===== config.mk =====
export PLATFORM = sky130hd
export DESIGN_NAME = wifi_rx_qam16_demapper_flat
export DESIGN_NICKNAME = d
export VERILOG_FILES = /design/src/rtl/wifi_rx_qam16_demapper_if.sv /design/src/rtl/wifi_rx_qam16_demapper.sv /design/src/flat_wrapper.sv
export SDC_FILE = /design/constraint.sdc
export NUM_CORES = 1
export LEC_CHECK = 0
export CORE_ASPECT_RATIO = 0.7
export CORE_MARGIN = 2
export CORE_UTILIZATION = 50
export CTS_BUF_LIST = sky130_fd_sc_hd__clkbuf_8
export DETAILED_ROUTE_END_ITERATION = 6
export HOLD_SLACK_MARGIN = 0.15
export PLACE_DENSITY_LB_ADDON = 0.25
export REMOVE_ABC_BUFFERS = 1
export SETUP_SLACK_MARGIN = 0.15
export SYNTH_ARGS = -nofsm -noshare
export SYNTH_HDL_FRONTEND = slang
export SYNTH_SLANG_ARGS = --single-unit

===== constraint.sdc =====
create_clock -name clk -period 2.15 [get_ports clk]
set_input_delay 0.43 -clock clk [delete_from_list [all_inputs] [get_ports clk]]
set_output_delay 0.43 -clock clk [all_outputs]
set_load 0.01 [all_outputs]

===== src/rtl/wifi_rx_qam16_demapper_if.sv =====
// wifi_rx_qam16_demapper_if: sample-in / symbol-out bundle for the 16-QAM demapper.
// Rev 1.0
`default_nettype none

interface wifi_rx_qam16_demapper_if #(
  parameter int W = 8
);
  logic                valid_in;
  logic signed [W-1:0] i_in;
  logic signed [W-1:0] q_in;
  logic                ready_out;
  logic                valid_out;
  logic [3:0]          data_out;

  modport master (
    output valid_in, i_in, q_in,
    input  ready_out, valid_out, data_out
  );

  modport slave (
    input  valid_in, i_in, q_in,
    output ready_out, valid_out, data_out
  );
endinterface

`default_nettype wire


===== src/rtl/wifi_rx_qam16_demapper.sv =====
// wifi_rx_qam16_demapper: 16-QAM hard-decision slicer, 2-deep FIFO, each symbol held 4 cycles.
// Rev 1.0
`default_nettype none

module wifi_rx_qam16_demapper #(
  parameter int W   = 8,
  parameter int THR = 32
) (
  input  logic                           clk,
  input  logic                           reset,
  wifi_rx_qam16_demapper_if.slave        bus
);

  localparam logic [W:0] THR_EXT = (W+1)'(THR);

  typedef enum logic {
    S_IDLE = 1'b0,
    S_HOLD = 1'b1
  } state_t;

  state_t     state_q;
  logic [1:0] phase_q;
  logic [3:0] mem_q [2];
  logic       rd_ptr_q;
  logic       wr_ptr_q;
  logic [1:0] count_q;
  logic       ready_q;
  logic       valid_q;
  logic [3:0] data_q;

  logic [3:0] w_word;
  logic       w_push;
  logic       w_pop;
  logic [1:0] count_d;

  // Magnitude is formed one bit wider so the most negative sample maps to the outer level.
  function automatic logic [1:0] slice_axis(input logic [W-1:0] x);
    logic [W:0] x_ext;
    logic [W:0] mag;
    x_ext = {x[W-1], x};
    mag   = x[W-1] ? (~x_ext + (W+1)'(1)) : x_ext;
    return {~x[W-1], (mag < THR_EXT)};
  endfunction

  assign w_word  = {slice_axis(bus.i_in), slice_axis(bus.q_in)};
  assign w_push  = bus.valid_in & ready_q;
  assign w_pop   = (state_q == S_HOLD) && (phase_q == 2'd3);
  assign count_d = count_q + {1'b0, w_push} - {1'b0, w_pop};

  always_ff @(posedge clk or negedge reset) begin
    if (!reset) begin
      state_q  <= S_IDLE;
      phase_q  <= 2'd0;
      mem_q[0] <= 4'd0;
      mem_q[1] <= 4'd0;
      rd_ptr_q <= 1'b0;
      wr_ptr_q <= 1'b0;
      count_q  <= 2'd0;
      ready_q  <= 1'b0;
      valid_q  <= 1'b0;
      data_q   <= 4'd0;
    end else begin
      if (w_push) begin
        mem_q[wr_ptr_q] <= w_word;
        wr_ptr_q        <= ~wr_ptr_q;
      end
      if (w_pop) begin
        rd_ptr_q <= ~rd_ptr_q;
      end
      count_q <= count_d;
      ready_q <= (count_d != 2'd2);

      case (state_q)
        S_IDLE: begin
          phase_q <= 2'd0;
          if (count_q != 2'd0) begin
            state_q <= S_HOLD;
            data_q  <= mem_q[rd_ptr_q];
            valid_q <= 1'b1;
          end else begin
            data_q  <= 4'd0;
            valid_q <= 1'b0;
          end
        end
        S_HOLD: begin
          phase_q <= phase_q + 2'd1;
          // The head stays in the FIFO while on display; the successor may be
          // the second entry or a word being written on this very edge.
          if (w_pop) begin
            phase_q <= 2'd0;
            if (count_q == 2'd2) begin
              data_q <= mem_q[~rd_ptr_q];
            end else if (w_push) begin
              data_q <= w_word;
            end else begin
              state_q <= S_IDLE;
              data_q  <= 4'd0;
              valid_q <= 1'b0;
            end
          end
        end
        default: begin
          state_q <= S_IDLE;
          phase_q <= 2'd0;
          data_q  <= 4'd0;
          valid_q <= 1'b0;
        end
      endcase
    end
  end

  assign bus.ready_out = ready_q;
  assign bus.valid_out = valid_q;
  assign bus.data_out  = data_q;

endmodule

`default_nettype wire

===== src/flat_wrapper.sv =====
// flat-port wrapper written by rule: the top's interface ports become plain ports
module wifi_rx_qam16_demapper_flat 
#(
  parameter int W   = 8,
  parameter int THR = 32
)
  (clk, reset, bus_valid_in, bus_i_in, bus_q_in, bus_ready_out, bus_valid_out, bus_data_out);
  wifi_rx_qam16_demapper_if #(.W(W)) bus_i ();
  input  logic clk;
  input  logic reset;
  input wire logic [$bits(bus_i.valid_in)-1:0] bus_valid_in;
  input wire logic [$bits(bus_i.i_in)-1:0] bus_i_in;
  input wire logic [$bits(bus_i.q_in)-1:0] bus_q_in;
  output wire logic [$bits(bus_i.ready_out)-1:0] bus_ready_out;
  output wire logic [$bits(bus_i.valid_out)-1:0] bus_valid_out;
  output wire logic [$bits(bus_i.data_out)-1:0] bus_data_out;
  assign bus_i.valid_in = bus_valid_in;
  assign bus_i.i_in = bus_i_in;
  assign bus_i.q_in = bus_q_in;
  assign bus_ready_out = bus_i.ready_out;
  assign bus_valid_out = bus_i.valid_out;
  assign bus_data_out = bus_i.data_out;
  wifi_rx_qam16_demapper #(.W(W), .THR(THR)) u_core (.clk(clk), .reset(reset), .bus(bus_i));
endmodule

* After elaboration in Yosys (flattened, before gate mapping)
Cells that the tools add are included.
W data, S select, Z words.
** Word-level totals
- Bits of input ports :: 19
- Register bits :: 21
- Logic and storage cells :: 69
** Operators by class
- Order comparisons :: 6
- Equal/unequal tests :: 6
- Muxes and demuxes :: 27
- $add $sub $neg :: 5
- Bitwise operators :: 11
- Reduce and logical (&&, ||, !) cells :: 4
** Operators by type and width (count)
- $mux W4 :: 11
- $add A9 B1 Y9 const B :: 2
- $lt A9 B6 Y1 const B :: 2
- $mux W9 :: 2
- $not A9 Y9 :: 2
- $bwmux W8 :: 1
- $ne A2 B2 Y1 const B :: 4
- $pmux W4 S2 :: 1
- $mux W1 :: 7
- $ge A2 B2 Y1 const B :: 3
- $not A1 Y2 :: 3
- $not A1 Y1 :: 5
- $demux W4 S1 :: 1
- $eq A2 B2 Y1 const B :: 2
- $pmux W1 S2 :: 2
- $pmux W2 S2 :: 1
- $reduce_and A3 Y1 :: 1
- $add A2 B1 Y2 :: 1
- $add A2 B1 Y2 const B :: 1
- $logic_and A1 B1 Y1 :: 2
- $lt A2 B1 Y1 const B :: 1
- $mux W2 :: 1
- $reduce_bool A2 Y1 :: 1
- $sub A2 B1 Y2 :: 1
- $and A1 B1 Y1 :: 1

* Depth between registers and ports, before layout
Gate-level depths: netlist (run 1).
- Word-level depth :: 8
- Gate-level depth with buffers :: 8
- Gate-level depth less buffers :: 8

* Worst setup path before layout (run 1)
No wires, ideal clock.
- Kind :: flip-flop to flip-flop
- Start :: register u_core.phase_q[0]
- End :: register u_core.ready_q, in the netlist u_core.bus.ready_out
- Path slack :: 450 ps
- Setup time :: 123 ps
- Cell stages (with the launch flop) :: 9
- Buffers on the path :: 0
- Required time :: 2027 ps
- Data arrival time :: 1577 ps
- Cell sequence :: dfrtp_1 -> ha_1 -> and2_1 -> ha_1 -> inv_1 -> ha_1 -> xnor2_1 -> xnor2_1 -> nand2b_1
** Between the ends
- Longest elaborated chain between the ends :: 4
** RTL lines
- from (decl) :: RTL line wifi_rx_qam16_demapper.sv:22 : logic [1:0] phase_q;
- from (signal assigned) :: RTL line wifi_rx_qam16_demapper.sv:86 : phase_q <= phase_q + 2'd1;
- $eq A2 B2 Y1 :: RTL line wifi_rx_qam16_demapper.sv:47 : assign w_pop = (state_q == S_HOLD) && (phase_q == 2'd3);
- $logic_and A1 B1 Y1 :: RTL line wifi_rx_qam16_demapper.sv:47
- via u_core.w_pop :: RTL line wifi_rx_qam16_demapper.sv:33 : logic w_pop;
- $sub A2 B1 Y2 :: RTL line wifi_rx_qam16_demapper.sv:48 : assign count_d = count_q + {1'b0, w_push} - {1'b0, w_pop};
- via u_core.count_d[1] :: RTL line wifi_rx_qam16_demapper.sv:34 : logic [1:0] count_d;
- $ne A2 B2 Y1 :: RTL line wifi_rx_qam16_demapper.sv:71 : ready_q <= (count_d != 2'd2);
- to (signal assigned) :: RTL line wifi_rx_qam16_demapper.sv:71
- to (decl) :: RTL line wifi_rx_qam16_demapper.sv:27 : logic ready_q;
The timed path passes the listed nets, and every way through them passes these cells.
A chain may end at the register's enable or synchronous reset.

* Final worst setup path (run 1)
Same ends and word-level chain as after synthesis.

==> summary.txt, run 1 <==
Logic synthesis
  • Mapped cell area: approximately 1000 um^2
  • Synth cell types: 27
  • Synthesis-stage register bit count: 21
  • Post-synthesis sequential area ratio: 0.519
  • Mean Syn Cell Area: 10.8 um^2
  • Mapped Cells: 94
  • Synth warnings: 0

Worst setup path
  • Crit path max-delay family: adder cells
  • Worst flop-to-flop path endpoint: u_core.bus.ready_out
  • Setup crit end: u_core.bus.ready_out
  • R2R Path Start: u_core.phase_q[0]
  • WS Path Type: flip-flop to flip-flop
  • WP data arrival: about 2.0 ns
  • Slowest CP cell: dfrtp_1
  • Crit path from: u_core.phase_q[0]
  • Worst Setup Start Kind: flip-flop
  • Crit path top cell by count: ha_1
  • Critical path depth: 8
  • Reg2reg path depth: 8
  • Critical path required time: between 2 and 2.5 ns
  • Crit-path max FO: 3
  • Worst R2R Setup Slack: 0.31 ns
  • Crit path cell chain: ha_1 -> and2_1 -> ha_1 -> inv_1 -> ha_1 -> xnor2_1 -> xnor2_1 -> nand2b_1
  • CP bufs+invs: 1
  • Crit. End Element: flip-flop
  • Worst path max stage delay: 0.39 ns

Floorplanning
  • Initial Utilization: 0.536
  • IO Count: 25
  • Die Span Y: 41.6 um
  • Core area: 1890 um^2
  • Placement row count: 13
  • Die width: a little under 60 um
  • Die area: 2410 um^2

Pwr
  • Final Power: 1.86 mW
  • Max VDD drop: 1.24 mV
  • P per Cell Area: ~1400 nW/um^2
  • Leak: between 0.5 and 0.6 nW

STA
  • Setup TNS: 0 ns
  • Unrepaired setup endpoints after global routing: no
  • Fmax: 544 MHz
  • Tmin final: between 1.5 and 2 ns
  • Fin worst setup slack: 0.313 ns
  • Slew Viols, Final: 0
  • Final Hold Viols: 0
  • Worst clock skew: 0.00403 ns
  • Worst slew margin: 0.675
  • Tightest Pin Transition: ~0.49 ns
  • Final setup viols: 0
  • Period utilization: 0.854

Global routing
  • Largest net degree at the start of global routing: 22
  • Initial antenna violation count: 0
  • Grt total ovfl: 0
  • Gr usage total: 0.209
  • First-pass GRT wire length: 3760 um
  • Vias in the first global route: 839

Worst hold path
  • Worst Hold Class: flip-flop to flip-flop

Drt
  • DR iter-0 viols: 39
  • Post-DRT Antenna Nets: 0
  • Avg WL per Cell: 15.3 um
  • Total routed wirelength: 2190 um
  • Via count: 817
  • Post-route DRC: 0
  • Drt first pass iters: 5
  • Via density: 5.71

Final layout
  • Fill cell count: 153
  • NumNets Final: 144
  • Share of layout cells above drive strength 1: 0.0909
  • Register Area: 526 um^2
  • N_diodes: 0
  • Area delta synth->final: 31.3%
  • Multi-input gate area: approximately 460 um^2

Clocking
  • Root Buffer: clkbuf_8
  • Clock Path Buffers: 2
  • CTS Buf Count: 3
  • Post-cts resize count: 0
  • Later-pin clock latency in the skew report: 0.26 ns
  • CTS tree: done
  • H-tree depth: 1
  • Hold buffer count at CTS: 0
  • Clk sinks: 21
  • Post-CTS Setup Inserts: 0
  • Clock slew at reported path FFs: 0.08 ns

Outcome
  • Status: completed

Placement
  • PortBufs: 24
  • Routability cong.: 0.752
  • DP Wirelength: 1670 um
  • Pre-CTS setup slack: 0.222 ns

Flow run
  • Max Cap Viol: 0
[sequential cells by signal (all words and copies together), names as in the netlist]
signal and count:
u_core.mem_q 8, u_core.bus.data_out 4, u_core.count_q 2, u_core.phase_q 2
u_core.bus.ready_out 1, u_core.bus.valid_out 1, u_core.rd_ptr_q 1, u_core.state_q 1
u_core.wr_ptr_q 1
[cell usage in the layout (no fill, tap or decap), types with 3 or more instances in the layout]
| master | instances |
|---|---|
| nand2_1 | 13 |
| clkbuf_8 | 3 |
| inv_1 | 3 |
| mux2i_1 | 8 |
| ha_1 | 3 |
| o21ai_0 | 13 |
| dfrtp_1 | 21 |
| clkdlybuf4s50_1 | 24 |
[power breakdown]
part / internal [mW] / switching, mW / leakage, nW
logic: 0.435 / 0.384 / 0.303
clock network: 0.129 / 0.126 / 0.0255
registers: 0.598 / 0.185 / 0.254
total: 1.16 / 0.695 / 0.582
[final cells by class]
cell class / instances / area share
clock inverters: 1 / 0.00377
inverters: 3 / 0.00847
flip-flops and latches: 21 / 0.395
clock buffers: 3 / 0.0311
multi-input cells: 67 / 0.348
repair buffers: 26 / 0.192
well taps: 22 / 0.0207
[Yosys cell counts]
cell | n | area share
a21oi_1 | 1 | 0.0049
and2_1 | 1 | 0.0062
and3b_1 | 1 | 0.0087
buf_2 | 1 | 0.0049
clkbuf_1 | 2 | 0.0074
dfrtp_1 | 21 | 0.52
ha_1 | 3 | 0.037
inv_1 | 3 | 0.011
mux2i_1 | 8 | 0.079
nand2_1 | 13 | 0.048
nand2b_1 | 2 | 0.012
nand3_1 | 2 | 0.0099
nor2b_1 | 1 | 0.0062
nor3b_1 | 1 | 0.0074
o2111ai_1 | 2 | 0.017
o21a_1 | 2 | 0.015
o21ai_0 | 13 | 0.064
o21bai_1 | 1 | 0.0074
o221a_2 | 2 | 0.022
o22a_1 | 2 | 0.017
o22ai_1 | 2 | 0.012
o31a_2 | 2 | 0.020
o31ai_1 | 2 | 0.015
or2_2 | 1 | 0.0062
or4_1 | 2 | 0.015
xnor2_1 | 2 | 0.017
xor2_1 | 1 | 0.0087
[cell families (layout without fill, tap and decap cells)]
logic type               after synthesis  count (layout)  share of synthesized area
AO/OA/AOI/OAI                         29              29                      0.195
XOR/XNOR                               3               3                     0.0260
adder cells (fa/ha/maj)                3               3                     0.0371
buffers and inverters                  6              33                     0.0235
flip-flops                            21              21                      0.519
multiplexers                           8               8                     0.0791
AND/OR/NAND/NOR                       24              24                      0.120
[per-layer routing]
metal,wire (um),vias up,share of wire,track usage
li1,-,397,-,-
met1,1040,400,0.48,0.283
met2,1020,18,0.47,0.311
met3,112,2,0.051,0.0717
met4,11,0,0.0050,0.0744
met5,0,-,0,0
[worst min-delay path by stage]
| stage | endpoint | cells past startpoint | startpoint | slack [ns] |
|---|---|---|---|---|
| floorplan | u_core.bus.data_out[0] | 0 | reset | 0.13 |
| global placement | u_core.phase_q[0] | 1 | u_core.phase_q[0] | 0.43 |
| detailed placement | u_core.phase_q[0] | 1 | u_core.phase_q[0] | 0.44 |
| CTS | u_core.phase_q[0] | 1 | u_core.phase_q[0] | 0.46 |
| global route | u_core.phase_q[0] | 1 | u_core.phase_q[0] | 0.47 |
| finish | u_core.phase_q[0] | 1 | u_core.phase_q[0] | 0.46 |
[stage by stage]
stage | instances | util | hold slack [ns] | instance area [um^2]
2_1_floorplan | 91 | - | 0.134 | 1000
3_3_place_gp | 139 | 0.680 | 0.431 | 1280
3_5_place_dp | 139 | 0.680 | 0.445 | 1280
4_1_cts | 143 | 0.704 | 0.458 | 1330
5_1_grt | 143 | 0.704 | 0.475 | 1330
6_report | 143 | 0.704 | 0.461 | 1330
Power figures use the tool's default switching activity.
==> run 2, diff against run 1 <==
- CORE_MARGIN: 2 -> not set
==> run 2 against run 1 <==
Against the previous run: flip-flop and latch count unchanged; count of clock-buffer cells in the layout unchanged; core utilization unchanged; clock power about the same; routed wire length decreased by 3.2%; clock skew about the same; worst setup slack improved by 0.031 ns; die area decreased by 8.1%; maximum frequency increased by 1.7%; register-to-register slack improved by 0.03 ns.
==> summary.txt, run 2 (synthesis gave the netlist of run 1 again) <==
Outcome
  • Status: completed

Drt
  • Avg WL per Cell: 14.8 um (-3.2%)
  • Post-DRT Antenna Nets: 0 (unchanged)
  • DR iter-0 viols: 20 (-49%)
  • Total routed wirelength: 2120 um (-3.2%)
  • Via count: 825 (+0.98%)
  • Post-route DRC: 0 (unchanged)
  • Drt first pass iters: 4 (-1)
  • Via density: 5.77 (+0.98%)

STA
  • Unrepaired setup endpoints after global routing: no
  • Tightest Pin Transition: 0.493 ns (+0.00622 ns)
  • Period utilization: 0.840 (-0.0142)
  • Setup TNS: 0 ns (unchanged)
  • Final setup viols: 0 (unchanged)
  • Fmax: 554 MHz (+1.7%)
  • Worst clock skew: 0.00410 ns (+0.0000714 ns)
  • Tmin final: 1.81 ns (-0.0306 ns)
  • Slew Viols, Final: 0 (unchanged)
  • Worst slew margin: 0.671 (-0.00415)
  • Final Hold Viols: 0 (unchanged)

Worst setup path
  • WP data arrival: 1.96 ns (-0.03 ns)
  • Worst R2R Setup Slack: 0.34 ns (+0.03 ns)
  • Crit. End Element: flip-flop
  • Critical path required time: 2.30 ns (about the same)
  • WS Path Type: flip-flop to flip-flop
  • Worst Setup Start Kind: flip-flop
  • R2R Path Start: u_core.phase_q[0]
  • Crit-path max FO: 3 (unchanged)
  • Worst flop-to-flop path endpoint: u_core.bus.ready_out
  • Reg2reg path depth: 8 (unchanged)

Final layout
  • N_diodes: 0 (unchanged)
  • Most common cell after layout, fill and taps aside: clkdlybuf4s50_1
  • Multi-input gate area: 463 um^2 (unchanged)
  • Fill cell count: 129 (-16%)
  • Area delta synth->final: 31.3% (unchanged)
  • Register Area: 526 um^2 (unchanged)
  • Largest Register: u_core.mem_q
  • NumNets Final: 144 (unchanged)
  • Largest register FFs: 8 (unchanged)
  • Share of layout cells above drive strength 1: 0.0909 (unchanged)
  • Most frequent cells in the layout: 24 x clkdlybuf4s50_1, 21 x dfrtp_1, 13 x nand2_1, 13 x o21ai_0, 8 x mux2i_1

Global routing
  • Grt total ovfl: 0 (unchanged)
  • Vias in the first global route: 737 (-12%)
  • Initial antenna violation count: 0 (unchanged)
  • Global routing usage on met2: 0.319 (+0.00791)
  • Met3 Usage GRT: 0.0825 (+0.0109)
  • Grt met1 use: 0.284 (+0.00115)
  • Largest net degree at the start of global routing: 22 (unchanged)
  • First-pass GRT wire length: 3370 um (-10%)
  • Gr usage total: 0.217 (+0.00806)
  • GRT busiest layer: met2

Pwr
  • Max VDD drop: 1.04 mV (-16%)
  • Leak: 0.582 nW (unchanged)
  • P per Cell Area: 1390 nW/um^2 (-0.47%)
  • Final Power: 1.85 mW (-0.47%)

Worst hold path
  • Worst Hold Class: flip-flop to flip-flop
  • Hold Crit Start: u_core.phase_q[0]
  • Hold worst-path end: u_core.phase_q[0]
  • Worst hold stages: 1 (unchanged)

Clocking
  • Root Buffer: clkbuf_8
  • CTS Buf Count: 3 (unchanged)
  • Clock slew at reported path FFs: 0.08 ns (about the same)
  • Later-pin clock latency in the skew report: 0.26 ns (about the same)
  • Hold buffer count at CTS: 0 (unchanged)
  • H-tree depth: 1 (unchanged)
  • Clock Path Buffers: 2 (unchanged)
  • Clk sinks: 21 (unchanged)
  • Post-CTS Setup Inserts: 0 (unchanged)
  • Post-cts resize count: 0 (unchanged)
  • CTS tree: done

Floorplanning
  • Die area: 2210 um^2 (-8.1%)
  • Initial Utilization: 0.536 (unchanged)
  • Die width: 55.8 um (-3.5%)
  • Core area: 1890 um^2 (unchanged)
  • Die Span Y: 39.6 um (-4.8%)
  • IO Count: 25 (unchanged)
  • Placement row count: 13 (unchanged)

Placement
  • PortBufs: 24 (unchanged)
  • DP Wirelength: 1590 um (-4.3%)
  • Routability cong.: 0.741 (-1.5%)

Flow run
  • Max Cap Viol: 0 (unchanged)
==> run 2: cell counts in the layout (fill, tap and decap cells not counted) <==
No cell type changed its count.
==> run 2: per-layer routing <==
layer / part of all wire / routed length [um]
met4: 0.014 / 29
met3: 0.036 / 77
met5: 0 / 0
met2: 0.46 / 979
met1: 0.49 / 1030
==> run 2: final cells by class <==
type | instances | share of cell area
Clock buffer | 3 | 0.0311
Clock inverter | 1 | 0.00377
Inverter | 3 | 0.00847
Multi-Input combinational cell | 67 | 0.348
Sequential cell | 21 | 0.395
Tap cell | 22 | 0.0207
Timing Repair Buffer | 26 | 0.192
==> run 2: worst max-delay path by stage <==
stage | startpoint | endpoint
floorplan | u_core.phase_q[0] | u_core.bus.ready_out
global placement | bus_i_in[2] | u_core.mem_q[6]
detailed placement | bus_q_in[2] | u_core.mem_q[4]
CTS | u_core.phase_q[0] | u_core.bus.ready_out
global route | u_core.phase_q[0] | u_core.bus.ready_out
finish | u_core.phase_q[0] | u_core.bus.ready_out
==> run 2: critical path, cell delays in order, from the launching register on <==
cell and delay (ns):
dfrtp_1 0.39, ha_1 0.21, and2_1 0.20, ha_1 0.28, inv_1 0.04, ha_1 0.18, xnor2_1 0.16, xnor2_1 0.17
nand2b_1 0.08
==> run 2: metrics by stage <==
step / instances / hold WS (ns) / instance area [um^2] / setup slack, ns / utilization
2_1_floorplan: 91 / 0.134 / 1000 / 0.335 / -
3_3_place_gp: 139 / 0.432 / 1280 / 0.234 / 0.680
3_5_place_dp: 139 / 0.437 / 1280 / 0.208 / 0.680
4_1_cts: 143 / 0.447 / 1330 / 0.324 / 0.704
5_1_grt: 143 / 0.470 / 1330 / 0.217 / 0.704
6_report: 143 / 0.446 / 1330 / 0.344 / 0.704
==> run 2: report_power, final <==
group / switching, mW / internal, mW / leakage, nW / total (mW)
clock network: 0.129 / 0.129 / 0.0255 / 0.258
registers: 0.186 / 0.598 / 0.254 / 0.784
logic: 0.373 / 0.434 / 0.303 / 0.807
total: 0.688 / 1.16 / 0.582 / 1.85
